File: src/rtl/serial_word_collector.sv
// Serial-to-parallel collector: gathers FRAME_BITS bits MSB first under `start`
// and queues finished words in a 2-entry FIFO behind a valid/ready handshake.
module serial_word_collector #(
  parameter int FRAME_BITS = 6
) (
  input  logic       clk,
  input  logic       rst,
  input  logic       start,
  input  logic       serial_in,
  input  logic       abort,
  input  logic       clr_ovf,
  output logic [7:0] word,
  output logic       word_valid,
  input  logic       word_ready,
  output logic       busy,
  output logic       overflow
);

  typedef enum logic {IDLE, SHIFT} state_t;

  localparam logic [7:0] MASK = 8'((9'd1 << FRAME_BITS) - 9'd1);
  localparam logic [3:0] LAST = 4'(FRAME_BITS - 1);

  state_t     state, state_next;
  logic [3:0] bit_cnt, cnt_next;
  logic [6:0] shreg, shreg_next;
  logic [7:0] push_data;
  logic       frame_push;

  logic [7:0] mem [2];
  logic       rd_ptr, wr_ptr;
  logic [1:0] count;
  logic       pop, do_push;

  always_ff @(posedge clk or posedge rst) begin
    if (rst) begin
      state   <= IDLE;
      bit_cnt <= '0;
      shreg   <= '0;
    end else begin
      state   <= state_next;
      bit_cnt <= cnt_next;
      shreg   <= shreg_next;
    end
  end

  // Abort wins over start; bits above FRAME_BITS-1 are masked off at push time.
  always_comb begin
    state_next = state;
    cnt_next   = bit_cnt;
    shreg_next = shreg;
    frame_push = 1'b0;
    push_data  = {shreg, serial_in} & MASK;
    if (abort) begin
      state_next = IDLE;
      cnt_next   = '0;
    end else if (start) begin
      shreg_next = (state == IDLE) ? {6'b0, serial_in} : {shreg[5:0], serial_in};
      if (bit_cnt == LAST) begin
        frame_push = 1'b1;
        cnt_next   = '0;
        state_next = IDLE;
      end else begin
        cnt_next   = bit_cnt + 4'd1;
        state_next = SHIFT;
      end
    end
  end

  assign busy       = (state == SHIFT);
  assign word_valid = (count != 2'd0);
  assign pop        = word_valid & word_ready;
  assign do_push    = frame_push & ((count != 2'd2) | pop);

  // The word register tracks the head entry so it is valid right after a push or pop.
  always_ff @(posedge clk or posedge rst) begin
    if (rst) begin
      mem[0]   <= '0;
      mem[1]   <= '0;
      rd_ptr   <= 1'b0;
      wr_ptr   <= 1'b0;
      count    <= '0;
      word     <= '0;
      overflow <= 1'b0;
    end else begin
      if (do_push) begin
        mem[wr_ptr] <= push_data;
        wr_ptr      <= ~wr_ptr;
      end
      if (pop)
        rd_ptr <= ~rd_ptr;
      case ({do_push, pop})
        2'b10:   count <= count + 2'd1;
        2'b01:   count <= count - 2'd1;
        default: count <= count;
      endcase
      if (pop) begin
        if (count == 2'd2)
          word <= mem[~rd_ptr];
        else if (do_push)
          word <= push_data;
        else
          word <= '0;
      end else if (do_push && count == 2'd0) begin
        word <= push_data;
      end
      if (frame_push && count == 2'd2 && !pop)
        overflow <= 1'b1;
      else if (clr_ovf)
        overflow <= 1'b0;
    end
  end

endmodule

File: config.mk
export PLATFORM = sky130hd
export DESIGN_NAME = serial_word_collector
export DESIGN_NICKNAME = d
export VERILOG_FILES = /design/src/rtl/serial_word_collector.sv
export SDC_FILE = /design/constraint.sdc
export NUM_CORES = 1
export LEC_CHECK = 0
export CAP_MARGIN = 20
export CORE_MARGIN = 5
export CORE_UTILIZATION = 35
export CTS_CLUSTER_DIAMETER = 150
export DETAILED_ROUTE_END_ITERATION = 8
export GPL_ROUTABILITY_DRIVEN = 1
export PLACE_DENSITY = 0.61
export SLEW_MARGIN = 30
export SYNTH_ARGS = -nofsm -noshare
export SYNTH_HDL_FRONTEND = slang
export SYNTH_SLANG_ARGS = --single-unit
File: constraint.sdc
create_clock -name clk -period 4.6 [get_ports clk]
set_input_delay 0.46 -clock clk [delete_from_list [all_inputs] [get_ports clk]]
set_output_delay 0.46 -clock clk [all_outputs]
set_load 0.02 [all_outputs]
# Yosys cells after proc, flatten, opt, wreduce, memory -nomap -nowiden
# Cells that the tools add are included.
[classes]
add_sub_neg = 3
multipliers = 0
n_div = 0
order_cmp = 3
n_eq_ne = 5
n_shift = 0
mux = 23
n_bitwise = 8
reduce_logical = 12
[op_table]
columns = ["op", "n"]
rows = [
  ["$mux W8", 7],
  ["$bwmux W16", 1],
  ["$mux W4", 3],
  ["$reduce_bool A2 Y1", 5],
  ["$demux W8 S1", 1],
  ["$mux W1", 8],
  ["$mux W6", 1],
  ["$mux W5", 1],
  ["$add A4 B1 Y4 const B", 1],
  ["$eq A2 B2 Y1 const B", 2],
  ["$eq A4 B3 Y1 const B", 1],
  ["$ge A2 B2 Y1 const B", 2],
  ["$logic_and A1 B1 Y1", 4],
  ["$not A1 Y2", 2],
  ["$pmux W2 S2", 1],
  ["$not A1 Y1", 3],
  ["$add A2 B1 Y2 const B", 1],
  ["$and A1 B1 Y1", 2],
  ["$eq A2 B1 Y1 const B", 1],
  ["$logic_not A2 Y1", 1],
  ["$lt A2 B1 Y1 const B", 1],
  ["$ne A2 B2 Y1 const B", 1],
  ["$reduce_and A2 Y1", 1],
  ["$sub A2 B1 Y2 const B", 1],
  ["other kinds (2)", 2],
]
[totals]
ff_bits = 39
latch_bits = 0
ramBits = 0
romBits = 0
input_bits = 7
elab_cells = 64
n_memories = 0

# Logic depth before layout (Yosys ltp)
[depth]
ltp_word = 8
ltp_mapped = 9
depth_no_buf = 8

# Worst setup path after synthesis
# OpenSTA, ideal clock, no wires.
[synth_timing]
kind = "register to register"
start = "register bit_cnt[1]"
end = "register count[1]"
arrival_ps = 1552
required_time_ps = 4521
slack_ps = 2969
stages_incl_launch_ff = 9
n_path_buf = 1
path_cell_list = "dfrtp_1 > inv_1 > ha_1 > and3b_1 > buf_4 > nand3_2 > ha_1 > nor2_1 > xor2_1"
[synth_via]
elab_chain_cells = 7
[synth_lines]
columns = ["item", "line", "text"]
rows = [
  ["start, declared", "25", "logic [3:0] bit_cnt, cnt_next;"],
  ["start signal, assigned", "42", "bit_cnt <= cnt_next;"],
  ["$eq A4 B3 Y1 (*)", "59", "if (bit_cnt == LAST) begin"],
  ["$mux W1 (*)", "59", ""],
  ["$mux W1 (*)", "57", "end else if (start) begin"],
  ["$mux W1 (*)", "54", "if (abort) begin"],
  ["$and A1 B1 Y1 (*)", "73", "assign do_push = frame_push & ((count != 2'd2) | pop);"],
  ["$eq A2 B1 Y1 / $eq A2 B2 Y1 (equally long branches)", "92", "case ({do_push, pop})"],
  ["$pmux W2 S2 / $reduce_bool A2 Y1 (equally long branches)", "--", ""],
  ["end signal, assigned", "93", "2'b10: count <= count + 2'd1;"],
  ["end signal, assigned", "94", "2'b01: count <= count - 2'd1;"],
  ["end signal, assigned", "95", "default: count <= count;"],
  ["end, declared", "32", "logic [1:0] count;"],
]
# Mark *: on every way between the ends. The rest lies on a longest branch, timed or not.
# A chain may end at the register's enable or synchronous reset.

# Worst setup path after layout
[layout_timing]
start = "input port start"
end = "register mem[12] (netlist name)"
[layout_via]
elab_chain_cells = 3
[layout_lines]
columns = ["item", "line", "text"]
rows = [
  ["start, declared", "8", "input logic start,"],
  ["$mux W1", "57", ""],
  ["$mux W1", "54", ""],
  ["$and A1 B1 Y1", "73", ""],
  ["end signal, assigned by index", "87", "mem[wr_ptr] <= push_data;"],
  ["end, declared", "30", "logic [7:0] mem [2];"],
]
# No other way between the ends.

==> flow_summary.toml <==
[power_and_ir_drop]
clockPowerShare_pct = 24.5
p_int_uw = 568.8
p_sw_uw = 294.7
vdd_drop_max_uv = 189.6
finalPower_uw = 863.5
seqPwrFrac_pct = 45.0
comb_power_share_pct = 30.6
p_leak_nw = 0.8973
power_density_nw_per_um2 = 464.1
sw_frac_of_total_pct = 34.13

[placed_design]
dp_slack_ps = 2212
gp_congestion = 0.8129
dp_hpwl_mm = 2.181
portBuffers = 15

[timing]
setup_viol = 0
slew-limit-headroom_pct = 60.60
hold_viol = 0
layout_setup_ws_ps = 2517
period_needed_ps = 2083
fin_setup_tns_ps = 0
max_freq_mhz = 480.1
tightestPinTransition_ps = 588.2
slew_viol_final = 0
skew_ps = 9.144
rsz0062_at_grt = "false"
finalCritPeriodShare_pct = 45.28

[grt]
grt_use_met2_pct = 17.11
grt_pass1_wl_mm = 5.437
grt_pass1_vias = 1107
busiest_layer = "met2"
met1_usage_pct = 14.23
grt_start_max_net_pins = 34
grt.total_usage_pct = 11.45
antenna_found_initial = 0
gr-total-overflow = 0
grtUsageMet3_pct = 4.745

[synthesis]
seq_area_frac_synth_pct = 51.20
ys_warn_count = 0
syn-cell-area_um2 = 1613
synth_cells = 145
synth.top_cell.area_share_pct = 51.20
avgSynthCellArea_um2 = 11.12
synth_top_cells_by_area = "dfrtp_1, mux2_4, mux2i_1"
yosys.area.top_type = "dfrtp_1"
synth_seq_cells = 33
ys_types = 34

[final_layout]
diodes = 0
nets = 171
drive_above_1_share_pct = 16.67
fillers = 412
final_common_cell = "dfrtp_1"
area_growth_pct = 15.36
layout_common_cells = "dfrtp_1, nand2_1, clkdlybuf4s50_1"

[worst_setup_path]
critPathMaxStageDelay_ps = 650
cp_cell_sequence = "clkdlybuf4s50_1 -> nor2b_4 -> nand3_2 -> nor2_4 -> mux2_4"
crit_start = "start"
crit_fanout = 11
worst-path-buf-inv = 1
reg2reg_depth = 6
reg2reg_from = "bit_cnt[1]$_DFFE_PP0P_"
end_kind = "flop"
crit_path_end = "mem[12]$_DFFE_PP0P_"
startpoint_type = "input port"
criticalPathCategory = "input port to flop"
path_depth = 5
r2r_end = "mem[12]$_DFFE_PP0P_"
required_ps = 4760
critical_path.top_delay_family = "simple AND/OR/NAND/NOR gates"
cp.arrival_ps = 2250
crit_slowest_cell = "clkdlybuf4s50_1"
reg2reg_slack_ps = 2650

[floorplan]
num_rows = 24
die-area_um2 = 6065
die_y_um = 77.88
top_level_ports = 18
coreArea_um2 = 4414
die_w_um = 77.88
start_util_pct = 36.54

[drt]
routed_via_density = 5.056
wl_per_cell_um = 14.21
post-route-drc-count = 0
vias = 1082
ant_nets = 0
drtPass1Iterations = 4
drt_first_iter_violations = 56
wl_mm = 3.040

[worst_hold_path]
hold_class = "flop to flop"
whs_path_depth = 2

[status]
status = "finished clean"

[cts]
clock_sinks = 33
cts_tree = "built"
cts_setup_buffers = 0
cts-hold-fix-buffers = 0
clock-root-buffer = "clkbuf_8"
cts_resized = 0
clock_latency_ps = 290
clockBufferDepth = 2
tritoncts.num_buffers = 5
htree_levels = 2
cts.clk_slew.worst_paths_ps = 70

[flow_run]
cap_violations = 0
[registers in the layout (all words and copies together), names as in the netlist]
name and count:
bit_cnt 4, busy 1, count 2, mem 12
overflow 1, rd_ptr 1, shreg 5, word 6
wr_ptr 1
[worst register-to-register path, cell delays in order (launching register included)]
cell and delay (ps):
dfrtp_1 410, inv_1 70, ha_1 150, and3b_1 410
nand3_2 200, nor2_4 260, mux2_4 330
[area by class of cell]
type / instances / area, µm² / share of cell area [%]
clock buffers: 6 / 72.57 / 3.900
multi-input cells: 94 / 688.2 / 36.99
well taps: 52 / 65.06 / 3.497
inverters: 11 / 41.29 / 2.219
repair buffers: 16 / 157.7 / 8.473
clock inverters: 2 / 10.01 / 0.5380
flip-flops and latches: 33 / 825.8 / 44.38
[metal layers]
metal | up-vias | share of wire, %
met5 | - | 0
met4 | 0 | 2.1
met3 | 7 | 5.6
met2 | 21 | 45
met1 | 537 | 47
li1 | 517 | -
[power by group through the flow]
stage | logic [mW] | clock network, mW | registers [mW]
after global routing | 0.288 | 0.229 | 0.397
after detailed placement | 0.266 | 0 | 0.393
final | 0.264 | 0.211 | 0.388
after CTS | 0.267 | 0.215 | 0.388
after floorplan | 0.172 | 0 | 0.399
after global placement | 0.262 | 0 | 0.392
[stage by stage]
stage,area [µm²],instances,util (%),hold slack [ps]
after floorplan,1617,146,-,478.6
after global placement,1778,206,40.28,495.7
after detailed placement,1778,206,40.28,498.7
after CTS,1861,214,42.15,517.5
after global routing,1861,214,42.15,533.1
final,1861,214,42.15,513.7
[cells by family after synthesis]
kind of cell,Yosys count,share of synthesized area [%]
and+or+nand+nor,43,13.73
DFF,33,51.20
AOI/OAI and AO/OA,21,8.690
muxes,20,14.74
buffers and inverters,19,6.361
xor gates and xnor gates,5,2.715
adders and majority gates,3,2.328
other,1,0.2325
[synth_stat cells (all sizes together)]
master	instances
a32oi	1
a21oi	8
a211oi	1
ha	3
nand2	20
xnor2	4
a31o	1
dfrtp	33
nand4	2
a22oi	6
buf	8
o21ai	2
and2	1
o22ai	1
conb	1
nand3	5
or3b	1
or3	1
xor2	1
mux2i	8
nor2b	1
nor2	10
mux2	12
inv	11
and3b	1
a31oi	1
nand2b	1
[worst min-delay path by stage]
stage                        startpoint             endpoint  slack (ps)
global route         mem[2]$_DFFE_PP0P_   mem[2]$_DFFE_PP0P_         530
detailed placement   mem[2]$_DFFE_PP0P_   mem[2]$_DFFE_PP0P_         500
finish              word[2]$_DFFE_PP0P_  word[2]$_DFFE_PP0P_         510
global placement     mem[0]$_DFFE_PP0P_   mem[0]$_DFFE_PP0P_         500
CTS                 word[2]$_DFFE_PP0P_  word[2]$_DFFE_PP0P_         520
floorplan            mem[0]$_DFFE_PP0P_   mem[0]$_DFFE_PP0P_         480
No activity file was read; power rests on OpenSTA's default activity.
==> RTL change 1 (same flow settings) <==
Take the reset off `shreg` and load it in a clocked block of its own.
--- a/src/rtl/serial_word_collector.sv
+++ b/src/rtl/serial_word_collector.sv
@@ -36,12 +36,14 @@
     if (rst) begin
       state   <= IDLE;
       bit_cnt <= '0;
-      shreg   <= '0;
     end else begin
       state   <= state_next;
       bit_cnt <= cnt_next;
-      shreg   <= shreg_next;
     end
+  end
+
+  always_ff @(posedge clk) begin
+    shreg <= shreg_next;
   end
 
   // Abort wins over start; bits above FRAME_BITS-1 are masked off at push time.
Function: no difference found for any inputs over 10 cycles, from zero or initial values and one cycle with rst high; that may be too few to reach the edited logic, so the function may still have changed.
==> RTL change 1 against the original RTL <==
Wire length is 1.4% higher; synthesized area is 0.47% higher; total power is 0.39% lower; count of clock-buffer cells in the layout is 2 higher; utilization is 0.57 points higher; cell area is 1.3% higher; setup slack worse by 0.49 ns; sequential cell count stayed put; global-route usage is 0.70 points lower; worst hold slack hardly changed; clock skew is 0.0037 ns lower; clock power is 2% higher; critical endpoint is now count[1]; non-clock buffer count is 1 lower.
==> RTL change 1: results (changes against the original RTL) <==
Crit path arrival time = 2.77 ns (+0.52 ns)
CTS clock-pin slew for the worst setup and hold paths = 0.06 ns
Slowest-stage cell, CP = nor2b_1
Slowest stage delay, CP = 0.77 ns (+0.12 ns)
Slew HR = 0.3825 (-0.2235)
Status = complete, no violations
Total track usage = 0.1075 (-0.007005)
Leakage = 0.8351 nW (-6.9%)
# H-tree levels = 2 (unchanged)
Critical path's top delay family = simple AND/OR/NAND/NOR gates
Sum Neg Setup Slack = 0 ns (unchanged)
Post-placement cell count = 196 (-4.9%)
Routed via count = 1000 (-7.6%)
Hold_ws = 0.5139 ns (+0.0001780 ns)
Synth warn = 0 (unchanged)
Antenna violations before repair = 0 (unchanged)
First-pass GRT wire length = 5.181 mm (-4.7%)
P_sw = 0.0002738 W (-7.1%)
Fillers = 408 (-0.97%)
Cells after Synth = 135 (-6.9%)
DRT iter0 DRCs = 28 (-50%)
Clock buffer count from CTS = 5 (unchanged)
Distinct cells, synth = 33 (-2.9%)
Final net count = 161 (-5.8%)
Fraction of registers with async set/reset = 0.8485 (-0.1515)
Vias in the first global route = 1075 (-2.9%)
GP Congestion = 0.8053 (-0.93%)
Largest net degree at the start of global routing = 29 (-15%)
Skew final = 0.005472 ns (-0.003672 ns)
R2r setup slk = 2.59 ns (-0.06 ns)
Peak supply drop = 0.2025 mV (+6.8%)
Routed wire per std cell = 15.11 um (+6.4%)
Synth top area cells = dfrtp_1, mux2_4, edfxtp_1
Final HPWL DP = 2.229 mm (+2.2%)
Top post-synthesis cells by count = dfrtp_1, nor2_1, mux2_4, a21oi_1
WL final = 3.082 mm (+1.4%)
Share of cells above drive strength 1 = 0.2171 (+0.05044)
Post-synth EDFFs = 5 (+5)
Register area share after synthesis = 0.5251 (+0.01307)
==> RTL change 1: changes by cell type after synthesis, sizes merged, moves of 6 or more <==
cell,delta
nor2,+7
mux2,+6
nand2,-13
mux2i,-8
a22oi,-6
==> RTL change 1: cells by family (layout without fill, tap and decap cells) <==
| logic type | after synthesis | in the layout | synth area share |
|---|---|---|---|
| xor gates and xnor gates | 5 | 5 | 0.02703 |
| buffers and inverters | 14 | 30 | 0.04324 |
| DFF | 33 | 33 | 0.5251 |
| other | 1 | 2 | 0.002314 |
| muxes | 18 | 18 | 0.1529 |
| adders and majority gates | 3 | 3 | 0.02317 |
| and+or+nand+nor | 39 | 39 | 0.1444 |
| AOI/OAI and AO/OA | 22 | 22 | 0.08186 |
==> RTL change 1: worst paths after layout <==
check / start / to / cells after the start
min: mem[13] / mem[13] / 1
min in group asynchronous: rst / overflow / 2
max: start / count[1] / 7
max reg2reg: bit_cnt[1] / count[1] / 8
min reg2reg: mem[13] / mem[13] / 1
max in group asynchronous: rst / word[3] / 2
==> RTL change 1: stage by stage <==
step,instance area [sq um],setup slack [ns]
final,1886,2.028
after global routing,1886,1.847
after CTS,1886,1.999
after detailed placement,1795,1.720
after global placement,1795,1.825
after floorplan,1624,2.866
==> RTL change 1: per-layer routing <==
layer | track usage | wire length [um]
met1 | 0.1316 | 1448
met2 | 0.1805 | 1491
met3 | 0.03204 | 112
met4 | 0.03547 | 29
met5 | 0 | 0
==> RTL change 1: final cells by class <==
class / count / area, sq um / area share
inverters: 7 / 26.28 / 0.01393
repair buffers: 15 / 150.1 / 0.07963
multi-input cells: 89 / 703.2 / 0.3729
flip-flops and latches: 33 / 850.8 / 0.4512
clock buffers: 8 / 90.09 / 0.04778
well taps: 52 / 65.06 / 0.03451
==> RTL change 1: power groups by stage <==
stage,sequential [W],combinational [W],clock (W)
finish,0.000392,0.000252,0.000216
global route,0.000400,0.000273,0.000238
CTS,0.000393,0.000255,0.000226
detailed placement,0.000399,0.000254,0
global placement,0.000395,0.000252,0
floorplan,0.000403,0.000158,0
==> RTL change 2 (same flow settings) <==
Made on the original files. Set the parameter `FRAME_BITS` to 3 (it was 6).
--- a/src/rtl/serial_word_collector.sv
+++ b/src/rtl/serial_word_collector.sv
@@ -1,7 +1,7 @@
 // Serial-to-parallel collector: gathers FRAME_BITS bits MSB first under `start`
 // and queues finished words in a 2-entry FIFO behind a valid/ready handshake.
 module serial_word_collector #(
-  parameter int FRAME_BITS = 6
+  parameter int FRAME_BITS = 3
 ) (
   input  logic       clk,
   input  logic       rst,
Check against the original RTL: not equivalent (a bounded check fails within 4 cycles, from zero or initial values and one cycle with rst high).
==> RTL change 2 against the original RTL <==
Sequential cell count is 12 lower; register-to-register slack worse by 0.09 ns; setup slack worse by 0.26 ns; sequential power is 25% lower; wire length is 23% lower; die area is 25% lower; combinational power is 22% lower; cell area is 29% lower; critical endpoint is now count[1]; synthesized area is 28% lower; total power is 32% lower; count of clock-buffer cells in the layout is 3 lower.
==> RTL change 2: results (changes against the original RTL) <==
Share of cells above drive strength 1 = 0.1092 (-0.05742)
Final net count = 130 (-24%)
Net Sw Frac = 0.3723 (+0.03098)
GP Congestion = 0.8277 (+1.8%)
CTS clock-pin slew for the worst setup and hold paths = 0.12 ns (+0.05 ns)
DRT iter0 DRCs = 31 (-45%)
First-pass GRT wire length = 3.898 mm (-28%)
Hold_sp = mem[1]
Worst Hold Depth = 1 (-1)
R2r startpoint = bit_cnt[0]
Crit Path Max Fanout = 12 (+1)
Skew final = 0.004118 ns (-0.005026 ns)
Largest net degree at the start of global routing = 22 (-35%)
Register area share after synthesis = 0.4516 (-0.06041)
Peak supply drop = 0.1521 mV (-20%)
Seq pwr = 0.000290 W (-25%)
Routed via count = 796 (-26%)
Top Registers = mem (6), bit_cnt (4), word (3)
Final HPWL DP = 1.709 mm (-22%)
Post-layout instance count excluding filler cells = 165 (-23%)
Reg2Reg Depth = 7 (+1)
Leakage = 0.5563 nW (-38%)
End of the critical path = count[1]
Synth top area cells = dfrtp_1, mux2_2, nor2b_1
Logic gate share of total power = 0.352 (+0.046)
Status = complete, no violations
Drt pass-1 iters = 5 (+1)
Post-placement cell count = 161 (-22%)
Clock buffer count from CTS = 3 (-2)
IO Port Bufs = 12 (-3)
Fillers = 335 (-19%)
Slowest stage delay, CP = 0.68 ns (+0.03 ns)
Synth Area per Inst = 10.58 sq um (-4.9%)
## RTL change 2: changes by cell type after synthesis, sizes merged, moves of 3 or more
cell / before / now
buf: 8 / 11
nor2: 10 / 5
a21oi: 8 / 3
dfrtp: 33 / 21
inv: 11 / 8
nand2: 20 / 4
a311oi: 0 / 3
a22oi: 6 / 0
mux2i: 8 / 0
nor2b: 1 / 7
a211oi: 1 / 4
mux2: 12 / 6
## RTL change 2: layer usage
layer / track usage / routed length (um) / vias to the layer above
met3: 0.02163 / 76 / 2
li1: - / - / 399
met2: 0.1762 / 1068 / 11
met1: 0.1542 / 1174 / 384
met4: 0.04557 / 27 / 0
met5: 0 / 0 / -
## RTL change 2: cell type report
| class | count | area, sq um | share of cell area |
|---|---|---|---|
| Multi-Input combinational cell | 74 | 555.5 | 0.4221 |
| Clock inverter | 1 | 5.005 | 0.003802 |
| Sequential cell | 21 | 525.5 | 0.3992 |
| Inverter | 8 | 30.03 | 0.02281 |
| Timing Repair Buffer | 12 | 120.1 | 0.09125 |
| Tap cell | 46 | 57.56 | 0.04373 |
| Clock buffer | 3 | 22.52 | 0.01711 |
## RTL change 2: kinds of logic (layout without fill, tap and decap cells)
group / count (synthesis) / after routing / synth area share
adder cells (fa/ha/maj): 3 / 3 / 0.03226
multiplexers: 6 / 6 / 0.05806
buffers and inverters: 19 / 24 / 0.08388
flip-flops: 21 / 21 / 0.4516
XOR/XNOR: 6 / 6 / 0.04517
AO/OA/AOI/OAI: 21 / 21 / 0.1334
AND/OR/NAND/NOR: 33 / 33 / 0.1925
other: 1 / 5 / 0.003223
## RTL change 2: per-stage QoR
stage / setup WS (ns) / area (sq um)
floorplan: 2.813 / 1179
global placement: 2.058 / 1289
detailed placement: 1.946 / 1289
CTS: 2.295 / 1316
global route: 2.135 / 1316
finish: 2.257 / 1316
